<file path="src/rtl/fpu_issue_seq.sv">
// Multi-cycle issue sequencer for the execute-stage FP units.
// Accepts one FP op per enable/done handshake, holds its operands steady for
// the external units, waits the unit's fixed latency, then captures the result
// and issues a single-cycle register write-back. Keeps sticky OF/UF flags.
//
// Handshake: while idle (busy=0) a high enable on a rising edge accepts the op
// presented on fop/src_a/src_b/rd_no; those inputs are ignored at every other
// edge. done pulses for exactly one cycle when the op retires, and enable may
// already be high in that cycle to start the next op.
module fpu_issue_seq #(
    parameter int W         = 32,
    parameter int RW        = 5,
    parameter int CNT_W     = 4,
    parameter int LAT_FADD  = 1,
    parameter int LAT_FMUL  = 1,
    parameter int LAT_FINV  = 2,
    parameter int LAT_FSQRT = 2,
    parameter int LAT_CONV  = 0
) (
    input  logic          clk,
    input  logic          rst,
    input  logic          enable,
    input  logic [2:0]    fop,
    input  logic [W-1:0]  src_a,
    input  logic [W-1:0]  src_b,
    input  logic [RW-1:0] rd_no,
    output logic          busy,
    output logic          done,
    output logic          illegal,
    output logic [W-1:0]  unit_a,
    output logic [W-1:0]  unit_b,
    input  logic [W-1:0]  fadd_d,
    input  logic [W-1:0]  fmul_d,
    input  logic [W-1:0]  finv_d,
    input  logic [W-1:0]  sqrt_d,
    input  logic [W-1:0]  ftoi_d,
    input  logic [W-1:0]  itof_d,
    input  logic [W-1:0]  floor_d,
    input  logic          fadd_of,
    input  logic          fmul_of,
    input  logic          fmul_uf,
    input  logic          finv_of,
    input  logic          finv_uf,
    output logic          wenable,
    output logic          wfmode,
    output logic [RW-1:0] wreg,
    output logic [W-1:0]  wdata,
    output logic          exc_of,
    output logic          exc_uf,
    input  logic          exc_clr
);

    localparam logic [2:0] OP_FADD  = 3'd0;
    localparam logic [2:0] OP_FMUL  = 3'd1;
    localparam logic [2:0] OP_FINV  = 3'd2;
    localparam logic [2:0] OP_FSQRT = 3'd3;
    localparam logic [2:0] OP_FTOI  = 3'd4;
    localparam logic [2:0] OP_ITOF  = 3'd5;
    localparam logic [2:0] OP_FLOOR = 3'd6;
    localparam logic [2:0] OP_ILL   = 3'd7;

    typedef enum logic {IDLE = 1'b0, WAIT = 1'b1} state_t;

    state_t            state, state_next;
    logic [CNT_W-1:0]  cnt, cnt_next;
    logic [2:0]        op;
    logic [RW-1:0]     rd;
    logic              accept;
    logic              capture;
    logic [W-1:0]      sel_data;
    logic              sel_of;
    logic              sel_uf;

    // Cycles to wait in WAIT before the unit result is valid; illegal ops retire at once.
    function automatic logic [CNT_W-1:0] op_latency(input logic [2:0] f);
        case (f)
            OP_FADD:                    op_latency = CNT_W'(LAT_FADD);
            OP_FMUL:                    op_latency = CNT_W'(LAT_FMUL);
            OP_FINV:                    op_latency = CNT_W'(LAT_FINV);
            OP_FSQRT:                   op_latency = CNT_W'(LAT_FSQRT);
            OP_FTOI, OP_ITOF, OP_FLOOR: op_latency = CNT_W'(LAT_CONV);
            default:                    op_latency = '0;
        endcase
    endfunction

    assign busy = (state != IDLE);

    // Next-state logic: accept in IDLE, count down in WAIT, capture at zero.
    always_comb begin
        state_next = state;
        cnt_next   = cnt;
        accept     = 1'b0;
        capture    = 1'b0;
        case (state)
            IDLE: begin
                if (enable) begin
                    accept     = 1'b1;
                    cnt_next   = op_latency(fop);
                    state_next = WAIT;
                end
            end
            WAIT: begin
                if (cnt != '0) begin
                    cnt_next = cnt - 1'b1;
                end else begin
                    capture    = 1'b1;
                    state_next = IDLE;
                end
            end
            default: state_next = IDLE;
        endcase
    end

    // Result and exception selection for the latched op.
    always_comb begin
        sel_data = '0;
        sel_of   = 1'b0;
        sel_uf   = 1'b0;
        case (op)
            OP_FADD:  begin sel_data = fadd_d; sel_of = fadd_of; end
            OP_FMUL:  begin sel_data = fmul_d; sel_of = fmul_of; sel_uf = fmul_uf; end
            OP_FINV:  begin sel_data = finv_d; sel_of = finv_of; sel_uf = finv_uf; end
            OP_FSQRT: sel_data = sqrt_d;
            OP_FTOI:  sel_data = ftoi_d;
            OP_ITOF:  sel_data = itof_d;
            OP_FLOOR: sel_data = floor_d;
            default:  sel_data = '0;
        endcase
    end

    // State register and latency counter.
    always_ff @(posedge clk) begin
        if (rst) begin
            state <= IDLE;
            cnt   <= '0;
        end else begin
            state <= state_next;
            cnt   <= cnt_next;
        end
    end

    // Operand/op latch; operands stay stable until the next accept.
    always_ff @(posedge clk) begin
        if (rst) begin
            unit_a <= '0;
            unit_b <= '0;
            op     <= '0;
            rd     <= '0;
        end else if (accept) begin
            unit_a <= src_a;
            unit_b <= src_b;
            op     <= fop;
            rd     <= rd_no;
        end
    end

    // Completion pulses and write-back; write fields hold until the next legal capture.
    always_ff @(posedge clk) begin
        if (rst) begin
            done    <= 1'b0;
            illegal <= 1'b0;
            wenable <= 1'b0;
            wfmode  <= 1'b0;
            wreg    <= '0;
            wdata   <= '0;
        end else begin
            done    <= capture;
            illegal <= capture && (op == OP_ILL);
            wenable <= capture && (op != OP_ILL);
            if (capture && (op != OP_ILL)) begin
                wreg   <= rd;
                wdata  <= sel_data;
                wfmode <= (op != OP_FTOI);
            end
        end
    end

    // Sticky exception flags; a set on the same edge as a clear wins.
    always_ff @(posedge clk) begin
        if (rst) begin
            exc_of <= 1'b0;
            exc_uf <= 1'b0;
        end else begin
            exc_of <= (exc_of & ~exc_clr) | (capture & sel_of);
            exc_uf <= (exc_uf & ~exc_clr) | (capture & sel_uf);
        end
    end

endmodule
</file>
<file path="config.mk">
export PLATFORM = sky130hd
export DESIGN_NAME = fpu_issue_seq
export DESIGN_NICKNAME = d
export VERILOG_FILES = /design/src/rtl/fpu_issue_seq.sv
export SDC_FILE = /design/constraint.sdc
export NUM_CORES = 1
export LEC_CHECK = 0
export ABC_AREA = 1
export ABC_CLOCK_PERIOD_IN_PS = 2900
export CAP_MARGIN = 20
export CORE_AREA = 2 2 162 164
export CTS_CLUSTER_DIAMETER = 60
export DETAILED_ROUTE_END_ITERATION = 8
export DIE_AREA = 0 0 164 166
export GPL_TIMING_DRIVEN = 0
export RECOVER_POWER = 25
export SLEW_MARGIN = 40
export SYNTH_ARGS = -nofsm -noshare
export SYNTH_HDL_FRONTEND = slang
export SYNTH_SLANG_ARGS = --single-unit
</file>
<file path="constraint.sdc">
create_clock -name clk -period 2.9 [get_ports clk]
set_input_delay 0.58 -clock clk [delete_from_list [all_inputs] [get_ports clk]]
set_output_delay 0.58 -clock clk [all_outputs]
set_load 0.02 [all_outputs]
</file>
Yosys cells after proc, flatten, opt, wreduce, memory -nomap -nowiden:

Index checks and enable logic that the tools add are counted.

* register bits after elaboration: 120
* bits of input ports: 305
* word-level logic and storage cells: 58

* add/subtract/negate cells: 1
* equality and inequality tests: 14
* muxes and demuxes: 13
* bitwise logic cells: 8
* reduce and logical (&&, ||, !) cells: 8

Operator list (number)
* 32-bit case mux with 7 select lines: 1
* 3-bit by 2-bit == test with 1-bit output (second input constant): 4
* 3-bit == test (second input constant): 4
* 4-bit 2-to-1 mux: 2
* 4-bit case mux with 2 select lines: 1
* 3-bit by 1-bit == test with 1-bit output (second input constant): 2
* 3-bit zero test: 2
* 3-bit inequality test (second input constant): 2
* 1-bit 2-to-1 mux: 5
* 1-bit AND: 4
* 1-bit case mux with 2 select lines: 2
* 2-bit case mux with 2 select lines: 1
* 4-bit nonzero test: 1
* 2-bit OR reduction: 2
* 4-bit by 1-bit subtractor with 4-bit output (second input constant): 1
* 1-bit case mux with 3 select lines: 1
* 1-bit logical AND: 2
* 2-bit by 1-bit inequality test with 1-bit output (second input constant): 1
* 2-bit inequality test (second input constant): 1
* 1-bit inverter: 2
* 1-bit OR: 2
* 2-bit AND reduction: 1

Depth between registers and ports, before layout:

Gate-level depths: netlist (run 1).

* word-level depth: 5
* depth in mapped cells: 11
* gate-level depth less buffers: 9

Least setup slack after synthesis (run 1):

No wires, ideal clock.

* path kind: input-to-reg
* start point: in rst
* end point: reg rd[4]
* library setup time: 65 ps
* arrival: 1372 ps
* setup slack: 1464 ps
* stages: 6
* path buffers: 3
* path through: buf_2 inv_1 buf_2 clkbuf_1 o21ai_0 nor2_1

RTL lines
* start: declaration: line 21 `input logic rst,`
* end signal: assignment: line 153 `rd <= rd_no;`
* end: declaration: line 67 `logic [RW-1:0] rd;`

Worst setup path in the final report (run 1):

* start point: reg cnt[0]
* end point: reg wreg[2]

* cells in the longest elaborated chain, start to end: 4

Ends and longest elaborated chain
* start: declaration: line 65 `logic [CNT_W-1:0] cnt, cnt_next;`
* start signal: assignment: line 138 `cnt <= cnt_next;`
* 4-bit nonzero test: line 103 `if (cnt != '0) begin`
* 1-bit 2-to-1 mux: line 103
* 1-bit 2-to-1 mux: line 94 `case (state)`
* 1-bit logical AND: line 170 `if (capture && (op != OP_ILL)) begin`
* end signal: assignment: line 171 `wreg <= rd;`
* end: declaration: line 46 `output logic [RW-1:0] wreg,`

No other way between the ends.
A chain may end at the register's enable or synchronous reset.

==> results of run 1 <==
## layer usage
metal  GRT usage  wire, um  up-vias
met5           0        25        -
met4       0.101      1220        4
met3      0.0837      3280       63
met2       0.438     17000      378
met1       0.285     14000     4007
li1            -         -     4450
## through the flow
stage               setup WS (ns)   util  cell area [um2]  hold WS [ns]  power, mW
detailed placement          0.679  0.444            11400         0.468       3.87
floorplan                    1.46      -             6840         0.450       2.83
global route                0.557  0.466            11900         0.499       6.28
global placement            0.717  0.444            11400         0.458       3.86
CTS                         0.771  0.467            12000         0.482       6.04
finish                      0.772  0.466            11900         0.477       5.98
## path summary, 6_finish.rpt
kind                                to  slack (ns)
setup / recovery  wreg[2]$_SDFFE_PP0P_        0.77
hold / removal       exc_of$_SDFF_PP0_        0.48
setup reg to reg  wreg[2]$_SDFFE_PP0P_        0.77
hold reg to reg      exc_of$_SDFF_PP0_        0.48
## cell families (layout without fill, tap and decap cells)
logic type | count (synthesis) | in the layout | synth area share
AO/OA/AOI/OAI | 121 | 121 | 0.0888
XOR/XNOR | 1 | 1 | 0.00128
adder cells (fa/ha/maj) | 1 | 1 | 0.00183
buffers and inverters | 208 | 651 | 0.136
flip-flops | 120 | 120 | 0.351
other | 0 | 3 | 0
AND/OR/NAND/NOR | 636 | 636 | 0.421
## sequential cells by signal (all words and copies together), names as in the netlist, 3 cells and up
signal and count:
wreg 5, wdata 32, cnt 4, rd 5, unit_a 32, unit_b 32
op 3
## synth_stat cells (all sizes together)
library cell  instances
a21oi                38
nand4               132
nor2                254
ha                    1
nand2               144
o22ai                 1
or2                   1
inv                 111
clkbuf               39
o21ai                82
buf                  58
and3                  1
nand3               104
dfxtp               120
xor2                  1
## worst register-to-register path, cell delays in order, from the launching register on
cell and delay, ns:
dfxtp_1 0.31, inv_1 0.11, ha_1 0.20, nand3_1 0.11
nor2_1 0.18, nand2_1 0.20, clkbuf_1 0.37, buf_6 0.27
o21ai_0 0.22, nor2_1 0.06
## area by class of cell
class	instances	area [um2]	share of cell area
Sequential cell	120	2400	0.201
Tap cell	335	419	0.0351
Clock buffer	18	439	0.0368
Clock inverter	14	155	0.0130
Timing Repair Buffer	411	4110	0.344
Inverter	111	417	0.0349
Multi-Input combinational cell	759	3490	0.292
Buffer	97	500	0.0419
Antenna cell	3	7.51	0.000628
## power groups by stage
| stage | sequential [mW] | clock, mW | combinational [mW] |
|---|---|---|---|
| 2_1_floorplan | 2.10 | 0 | 0.733 |
| 4_1_cts | 1.90 | 2.20 | 1.94 |
| 5_1_grt | 1.92 | 2.27 | 2.09 |
| 6_report | 1.90 | 2.15 | 1.93 |
| 3_3_place_gp | 1.93 | 0 | 1.93 |
| 3_5_place_dp | 1.94 | 0 | 1.93 |
==> flow_summary.yaml, run 1 <==
status:
  status: "finished clean"
critical_path:
  required_ns: 3.20
  cpMostUsedCell: "nor2_1"
  arrival_ns: 2.43
  crit_start: "cnt[0]$_SDFFE_PP0P_"
  start_kind: "flip-flop"
  cp_top_family: "buffers and inverters"
  critPathKind: "flip-flop to flip-flop"
  crit_buf_inv: 3
  ff2ff_path_depth: 9
  critPathMaxFanout: 10
  endpoint_kind: "flip-flop"
  r2r_start: "cnt[0]$_SDFFE_PP0P_"
  slowest_stage: "clkbuf_1"
  worstSetupPathDepth: 9
  crit_chain: "inv_1 > ha_1 > nand3_1 > nor2_1 > nand2_1 > clkbuf_1 > buf_6 > o21ai_0 > nor2_1"
  crit_path_max_incr_delay_ns: 0.36
cells_and_area:
  final_common_cell: "clkdlybuf4s50_1"
  layout_common_cells: "clkdlybuf4s50_1 (410), nor2_1 (253), nand2_1 (144), nand4_1 (132), dfxtp_1 (120)"
  fillerInstances: 2686
  stdcell_count: 1868
  drive_gt1_frac: 0.0608
  syn2layout_area_growth_pct: 74.8
  nNetsFinal: 1823
floorplan:
  die_area_um2: 27200
  rows: 59
  dieWidth_um: 164
  io-pin-count: 413
  initial_utilization: 0.267
  core_area_um2: 25600
  dieHeight_um: 166
place:
  place_congestion: 0.909
  port_buffers: 411
  dp.cells: 1833
  hpwl_um: 27700
drt:
  antenna_left: 0
  routed_wl_um: 35500
  wl_per_cell_um: 19.0
  vias_per_cell: 4.77
  firstDrtPassIters: 5
  drtIter0Drc: 476
  num_vias: 8902
  drc: 0
flow_run:
  max_cap_viol_count: 0
global_route:
  grt_max_degree: 17
  antenna_found_initial: 5
  grt_first_pass_wirelength_um: 51900
  grt_pass1_vias: 8687
  grt_overflow: 0
  grt_usage: 0.253
power_and_ir_drop:
  p_clk_frac: 0.360
  p_per_area_nw_per_um2: 500
  switching_power_mw: 2.03
  seqPwrFrac: 0.318
  swShare: 0.339
  combPwrFrac: 0.322
  ir_drop_mv: 0.394
  p_leak_nw: 5.24
  p_int_mw: 3.95
sta:
  maxSlewViolCount: 0
  hold_violations: 0
  fin_crit_sh: 0.734
  fin_skew_ns: 0.0117
  tns_ns: 0
  finalSetupViolCount: 0
  max_slew.worst_pin.slew_ns: 0.775
  rsz0062_at_grt: "no"
  clock.fmax_mhz: 470
  period_needed_ns: 2.13
  max_slew_margin: 0.483
synthesis:
  syn_nets: 1393
  syn_area_um2: 6840
  avgSynthCellArea_um2: 6.29
  ys_ff_latch: 120
  seq_area_frac_synth: 0.351
  syn_inst: 1087
  synth_top_area_share: 0.351
  ys_warn_count: 0
  ys_types: 24
  synth_top_cells_by_area: "dfxtp_1 (35%), nor2_1 (14%), nand4_1 (12%), nand2_1 (7.9%), nand3_1 (7.5%)"
  yosysTopAreaCell: "dfxtp_1"
clock_network:
  cts_resized: 0
  postCtsHoldBufs: 0
  clk_latency_ns: 0.42
  clock_sinks: 120
  cts_tree: "built"
  cts.clk_slew.worst_paths_ns: 0.06
  numCtsBuffers: 17
  root_buffer: "clkbuf_16"
  cts_max_level: 4
  cts_setup_buffers: 0
  cts.path.max_buffers: 2
worst_hold_path:
  hp-class: "flip-flop to flip-flop"
  holdPathStages: 2
  hold_start: "exc_of$_SDFF_PP0_"
Power figures use the tool's default switching activity.
==> run 2: changes to the inputs <==
--- a/config.mk
+++ b/config.mk
@@ -6,12 +6,12 @@
 export NUM_CORES = 1
 export LEC_CHECK = 0
 export ABC_AREA = 1
-export ABC_CLOCK_PERIOD_IN_PS = 2900
+export ABC_CLOCK_PERIOD_IN_PS = 2100
 export CAP_MARGIN = 20
-export CORE_AREA = 2 2 162 164
+export CORE_AREA = 2 2 159 161
 export CTS_CLUSTER_DIAMETER = 60
 export DETAILED_ROUTE_END_ITERATION = 8
-export DIE_AREA = 0 0 164 166
+export DIE_AREA = 0 0 161 163
 export GPL_TIMING_DRIVEN = 0
 export RECOVER_POWER = 25
 export SLEW_MARGIN = 40
==> constraint.sdc (replaced) <==
create_clock -name clk -period 2.1 [get_ports clk]
set_input_delay 0.42 -clock clk [delete_from_list [all_inputs] [get_ports clk]]
set_output_delay 0.42 -clock clk [all_outputs]
set_load 0.02 [all_outputs]
==> flow_summary.yaml, run 2 (synthesized netlist as in run 1, its figures left out) <==
floorplan:
  initial_utilization: 0.277
  core_area_um2: 24700
  dieWidth_um: 161
  dieHeight_um: 163
  die_area_um2: 26200
  rows: 58
  io-pin-count: 413
cells_and_area:
  stdcell_count: 1868
  fin_util: 0.485
  layout_common_cells: "clkdlybuf4s50_1 (411), nor2_1 (253), nand2_1 (144), nand4_1 (132), dfxtp_1 (120)"
  drive_gt1_frac: 0.0621
  syn2layout_area_growth_pct: 75.0
  nNetsFinal: 1823
  top_regs: "unit_a: 32 flops, unit_b: 32 flops, wdata: 32 flops"
  final_common_cell: "clkdlybuf4s50_1"
sta:
  clock.fmax_mhz: 514
  max_slew.worst_pin.slew_ns: 0.684
  period_needed_ns: 1.94
  fin_skew_ns: 0.0161
  setup_ws_ns: 0.155
  maxSlewViolCount: 0
  fin_crit_sh: 0.926
  finalSetupViolCount: 0
  max_slew_margin: 0.544
  hold_violations: 0
  tns_ns: 0
  rsz0062_at_grt: "no"
clock_network:
  cts.path.max_buffers: 2
  cts.clk_slew.worst_paths_ns: 0.06
  cts_tree: "built"
  clock_sinks: 120
  cts_setup_buffers: 0
  cts_resized: 0
  clk_latency_ns: 0.42
  cts_max_level: 4
  numCtsBuffers: 17
  postCtsHoldBufs: 0
  root_buffer: "clkbuf_16"
critical_path:
  crit_buf_inv: 1
  cp_top_family: "buffers and inverters"
  arrival_ns: 1.52
  slowest_stage: "clkdlybuf4s50_1"
  critPathKind: "flip-flop to output port"
  crit_chain: "clkdlybuf4s50_1"
  critPathMaxFanout: 5
  endpoint_kind: "output port"
  start_kind: "flip-flop"
  required_ns: 1.68
  crit_path_max_incr_delay_ns: 0.72
place:
  place_congestion: 0.981
  dp.cells: 1828
  port_buffers: 411
  hpwl_um: 28600
  dp_slack_ns: 0.121
status:
  status: "finished clean"
power_and_ir_drop:
  p_total_mw: 8.31
  p_per_area_nw_per_um2: 695
  ir_drop_mv: 0.467
  p_leak_nw: 5.24
global_route:
  grt_max_degree: 17
  grt_first_pass_wirelength_um: 52600
  grt_usage: 0.268
  grt_pass1_vias: 8866
  grt_overflow: 0
  antenna_found_initial: 9
drt:
  antenna_left: 0
  num_vias: 9102
  wl_per_cell_um: 19.4
  firstDrtPassIters: 5
  drc: 0
  drtIter0Drc: 538
  routed_wl_um: 36300
  vias_per_cell: 4.87
worst_hold_path:
  hp-class: "primary input to flip-flop"
flow_run:
  max_cap_viol_count: 0
run 2: cell types whose count changed in the layout (fill, tap and decap cells not counted), sizes merged:
cell / before / now
buf: 55 / 54
dlygate4sd3: 1 / 0
clkdlybuf4s50: 410 / 411
diode: 3 / 8
clkbuf: 60 / 61
run 2: worst paths after layout:
check,startpoint,to,slack (ns),cells past startpoint
worst min-delay path,rst,wdata[0]$_SDFFE_PP0P_,0.43,4
worst max-delay path,busy$_SDFF_PP0_,busy,0.16,1
worst max register to register,cnt[0]$_SDFFE_PP0P_,wreg[3]$_SDFFE_PP0P_,0.26,9
worst min register to register,exc_of$_SDFF_PP0_,exc_of$_SDFF_PP0_,0.47,2
run 2: metrics by stage:
stage | hold WS, ns | area [um2]
after floorplan | 0.450 | 6840
after global placement | 0.458 | 11400
after detailed placement | 0.463 | 11400
after CTS | 0.432 | 12000
after global routing | 0.457 | 12000
final | 0.426 | 12000
run 2: worst register-to-register path, delay by kind of cell, from the launching register on:
| family | cells | cell delay [ns] |
|---|---|---|
| flip-flops | 1 | 0.31 |
| AO/OA/AOI/OAI | 1 | 0.16 |
| adder cells (fa/ha/maj) | 1 | 0.21 |
| AND/OR/NAND/NOR | 4 | 0.45 |
| buffers and inverters | 3 | 0.60 |
run 2: layer usage:
metal  track usage  routed length [um]  up-vias
met5             0                  34        -
li1              -                   -     4448
met1         0.298               14000     4125
met2         0.466               17300      442
met4         0.125                1600        4
met3        0.0853                3480       83
run 2: cell type report:
class,instances,area [um2]
timing repair buffer,411,4110
fill,2571,12700
clock inverter,14,150
tap,330,413
multi-input combinational,759,3500
buffer,97,505
clock buffer,18,439
inverter,111,417
antenna,8,20.0
sequential,120,2400
run 2: power breakdown:
part / total (mW) / leakage [nW] / internal (mW) / switching (mW)
clock: 3.03 / 0.289 / 1.72 / 1.31
combinational: 2.67 / 3.96 / 1.24 / 1.43
sequential: 2.62 / 0.990 / 2.50 / 0.120
==> run 3: changes to the inputs <==
--- a/config.mk
+++ b/config.mk
@@ -14,6 +14,7 @@
 export DIE_AREA = 0 0 161 163
 export GPL_TIMING_DRIVEN = 0
 export RECOVER_POWER = 25
+export REMOVE_ABC_BUFFERS = 1
 export SLEW_MARGIN = 40
 export SYNTH_ARGS = -nofsm -noshare
 export SYNTH_HDL_FRONTEND = slang
==> flow_summary.yaml, run 3 (synthesized netlist as in run 1, its figures left out) <==
power_and_ir_drop:
  ir_drop_mv: 0.529
  p_leak_nw: 5.09
  p_per_area_nw_per_um2: 681
global_route:
  grt_overflow: 0
  grt_first_pass_wirelength_um: 45300
  antenna_found_initial: 0
  grt_usage: 0.221
  grt_pass1_vias: 7882
  grt_max_degree: 70
place:
  hpwl_um: 20700
  place_congestion: 0.797
  dp_slack_ns: -0.181
  port_buffers: 412
sta:
  clock.fmax_mhz: 516
  hold_violations: 0
  setup_ws_ns: 0.161
  rsz0062_at_grt: "no"
  tns_ns: 0
  period_needed_ns: 1.94
  max_slew.worst_pin.slew_ns: 0.586
  fin_skew_ns: 0.0121
  max_slew_margin: 0.609
  fin_crit_sh: 0.923
  finalSetupViolCount: 0
  maxSlewViolCount: 0
floorplan:
  io-pin-count: 413
  core_area_um2: 24700
  die_area_um2: 26200
  dieWidth_um: 161
  rows: 58
  dieHeight_um: 163
  initial_utilization: 0.277
critical_path:
  critPathMaxFanout: 40
  ff2ff_path_depth: 10
  start_kind: "flip-flop"
  arrival_ns: 2.25
  required_ns: 2.41
  r2r_start: "op[0]$_SDFFE_PP0P_"
  r2r_end: "wdata[17]$_SDFFE_PP0P_"
  r2r_slack_ns: 0.16
  critPathKind: "flip-flop to flip-flop"
  endpoint_kind: "flip-flop"
worst_hold_path:
  min_to: "busy$_SDFF_PP0_"
  holdPathStages: 2
  hold_start: "rst"
  hp-class: "primary input to flip-flop"
cells_and_area:
  layout_common_cells: "clkdlybuf4s50_1 (407), nor2_1 (252), nand2_1 (142), nand4_1 (132), dfxtp_1 (117)"
  drive_gt1_frac: 0.0449
  antenna-diode-count: 0
  top_regs: "unit_a: 32 flops, unit_b: 32 flops, wdata: 32 flops"
  final_common_cell: "clkdlybuf4s50_1"
  fin_util: 0.477
  nNetsFinal: 1741
  syn2layout_area_growth_pct: 72.3
clock_network:
  root_buffer: "clkbuf_16"
  clock_sinks: 120
  cts.clk_slew.worst_paths_ns: 0.06
  cts_max_level: 4
  cts_tree: "built"
  clk_latency_ns: 0.42
  cts.path.max_buffers: 2
  numCtsBuffers: 17
  postCtsHoldBufs: 0
drt:
  drtIter0Drc: 503
  drc: 0
  antenna_left: 0
  vias_per_cell: 4.77
  routed_wl_um: 30400
  firstDrtPassIters: 5
  num_vias: 8486
  wl_per_cell_um: 17.1
status:
  status: "finished clean"
flow_run:
  max_cap_viol_count: 0
==> run 3: cell count changes in the layout (fill, tap and decap cells not counted), moves of 3 or more <==
cell / before / now
dfxtp_4: 0 / 3
buf_6: 5 / 0
inv_6: 6 / 9
buf_12: 0 / 6
diode_2: 8 / 0
buf_2: 30 / 1
clkdlybuf4s50_1: 411 / 407
inv_2: 5 / 2
buf_4: 17 / 0
clkbuf_1: 41 / 0
buf_8: 0 / 3
dfxtp_1: 120 / 117
buf_16: 0 / 3
dlygate4sd3_1: 0 / 4
==> run 3: critical path: stages (launching register included) <==
cell,delay [ns]
dfxtp_4,0.53
buf_12,0.29
nor2_4,0.13
buf_8,0.18
buf_16,0.17
nand3_1,0.08
nand2_1,0.06
nor2_1,0.17
nand3_1,0.11
nand2_1,0.07
inv_1,0.03
==> run 3: through the flow <==
step           cells  total power [mW]  instance area, um2  hold WS (ns)
6_report        1778              8.02               11800         0.435
5_1_grt         1778              8.45               11800         0.424
4_1_cts         1777              8.12               11800         0.408
3_5_place_dp    1744              5.22               11200         0.467
3_3_place_gp    1732              5.13               10900         0.457
2_1_floorplan    990              3.76                6320         0.447
==> run 3: worst max-delay path by stage <==
stage	startpoint	end	slack [ns]	cells after the start
2_1_floorplan	op[2]$_SDFFE_PP0P_	wdata[0]$_SDFFE_PP0P_	-2.30	7
3_3_place_gp	op[2]$_SDFFE_PP0P_	wdata[25]$_SDFFE_PP0P_	-5.73	7
3_5_place_dp	op[1]$_SDFFE_PP0P_	wdata[25]$_SDFFE_PP0P_	-0.18	8
4_1_cts	op[1]$_SDFFE_PP0P_	wdata[25]$_SDFFE_PP0P_	0.007	8
5_1_grt	op[0]$_SDFFE_PP0P_	wdata[30]$_SDFFE_PP0P_	0.06	10
6_report	op[0]$_SDFFE_PP0P_	wdata[17]$_SDFFE_PP0P_	0.16	10
==> run 3: what timing repair did <==
action,4_1_cts,5_1_grt
gates resized for setup,3,3
setup buffers,0,1
setup endpoints to repair,33,31
endpoints found under the hold margin,0,0
cloned,1,0
pin swaps,1,0
==> run 3: area by class of cell <==
| cell class | instances | area (um2) |
|---|---|---|
| Clock buffer | 18 | 439 |
| Multi-Input combinational cell | 760 | 3550 |
| Clock inverter | 14 | 130 |
| Fill cell | 2518 | 12900 |
| Tap cell | 330 | 413 |
| Inverter | 111 | 452 |
| Sequential cell | 120 | 2410 |
| Timing Repair Buffer | 425 | 4370 |
==> run 3: layer usage <==
| layer | wire, um | GRT usage |
|---|---|---|
| met1 | 12300 | 0.262 |
| met2 | 14600 | 0.377 |
| met3 | 2880 | 0.0756 |
| met4 | 675 | 0.0702 |
| met5 | 0 | 0 |
==> run 3: power by group <==
group | switching, mW | internal, mW | total, mW
Sequential | 0.148 | 2.50 | 2.65
Combinational | 1.32 | 1.21 | 2.53
Clock | 1.25 | 1.59 | 2.84
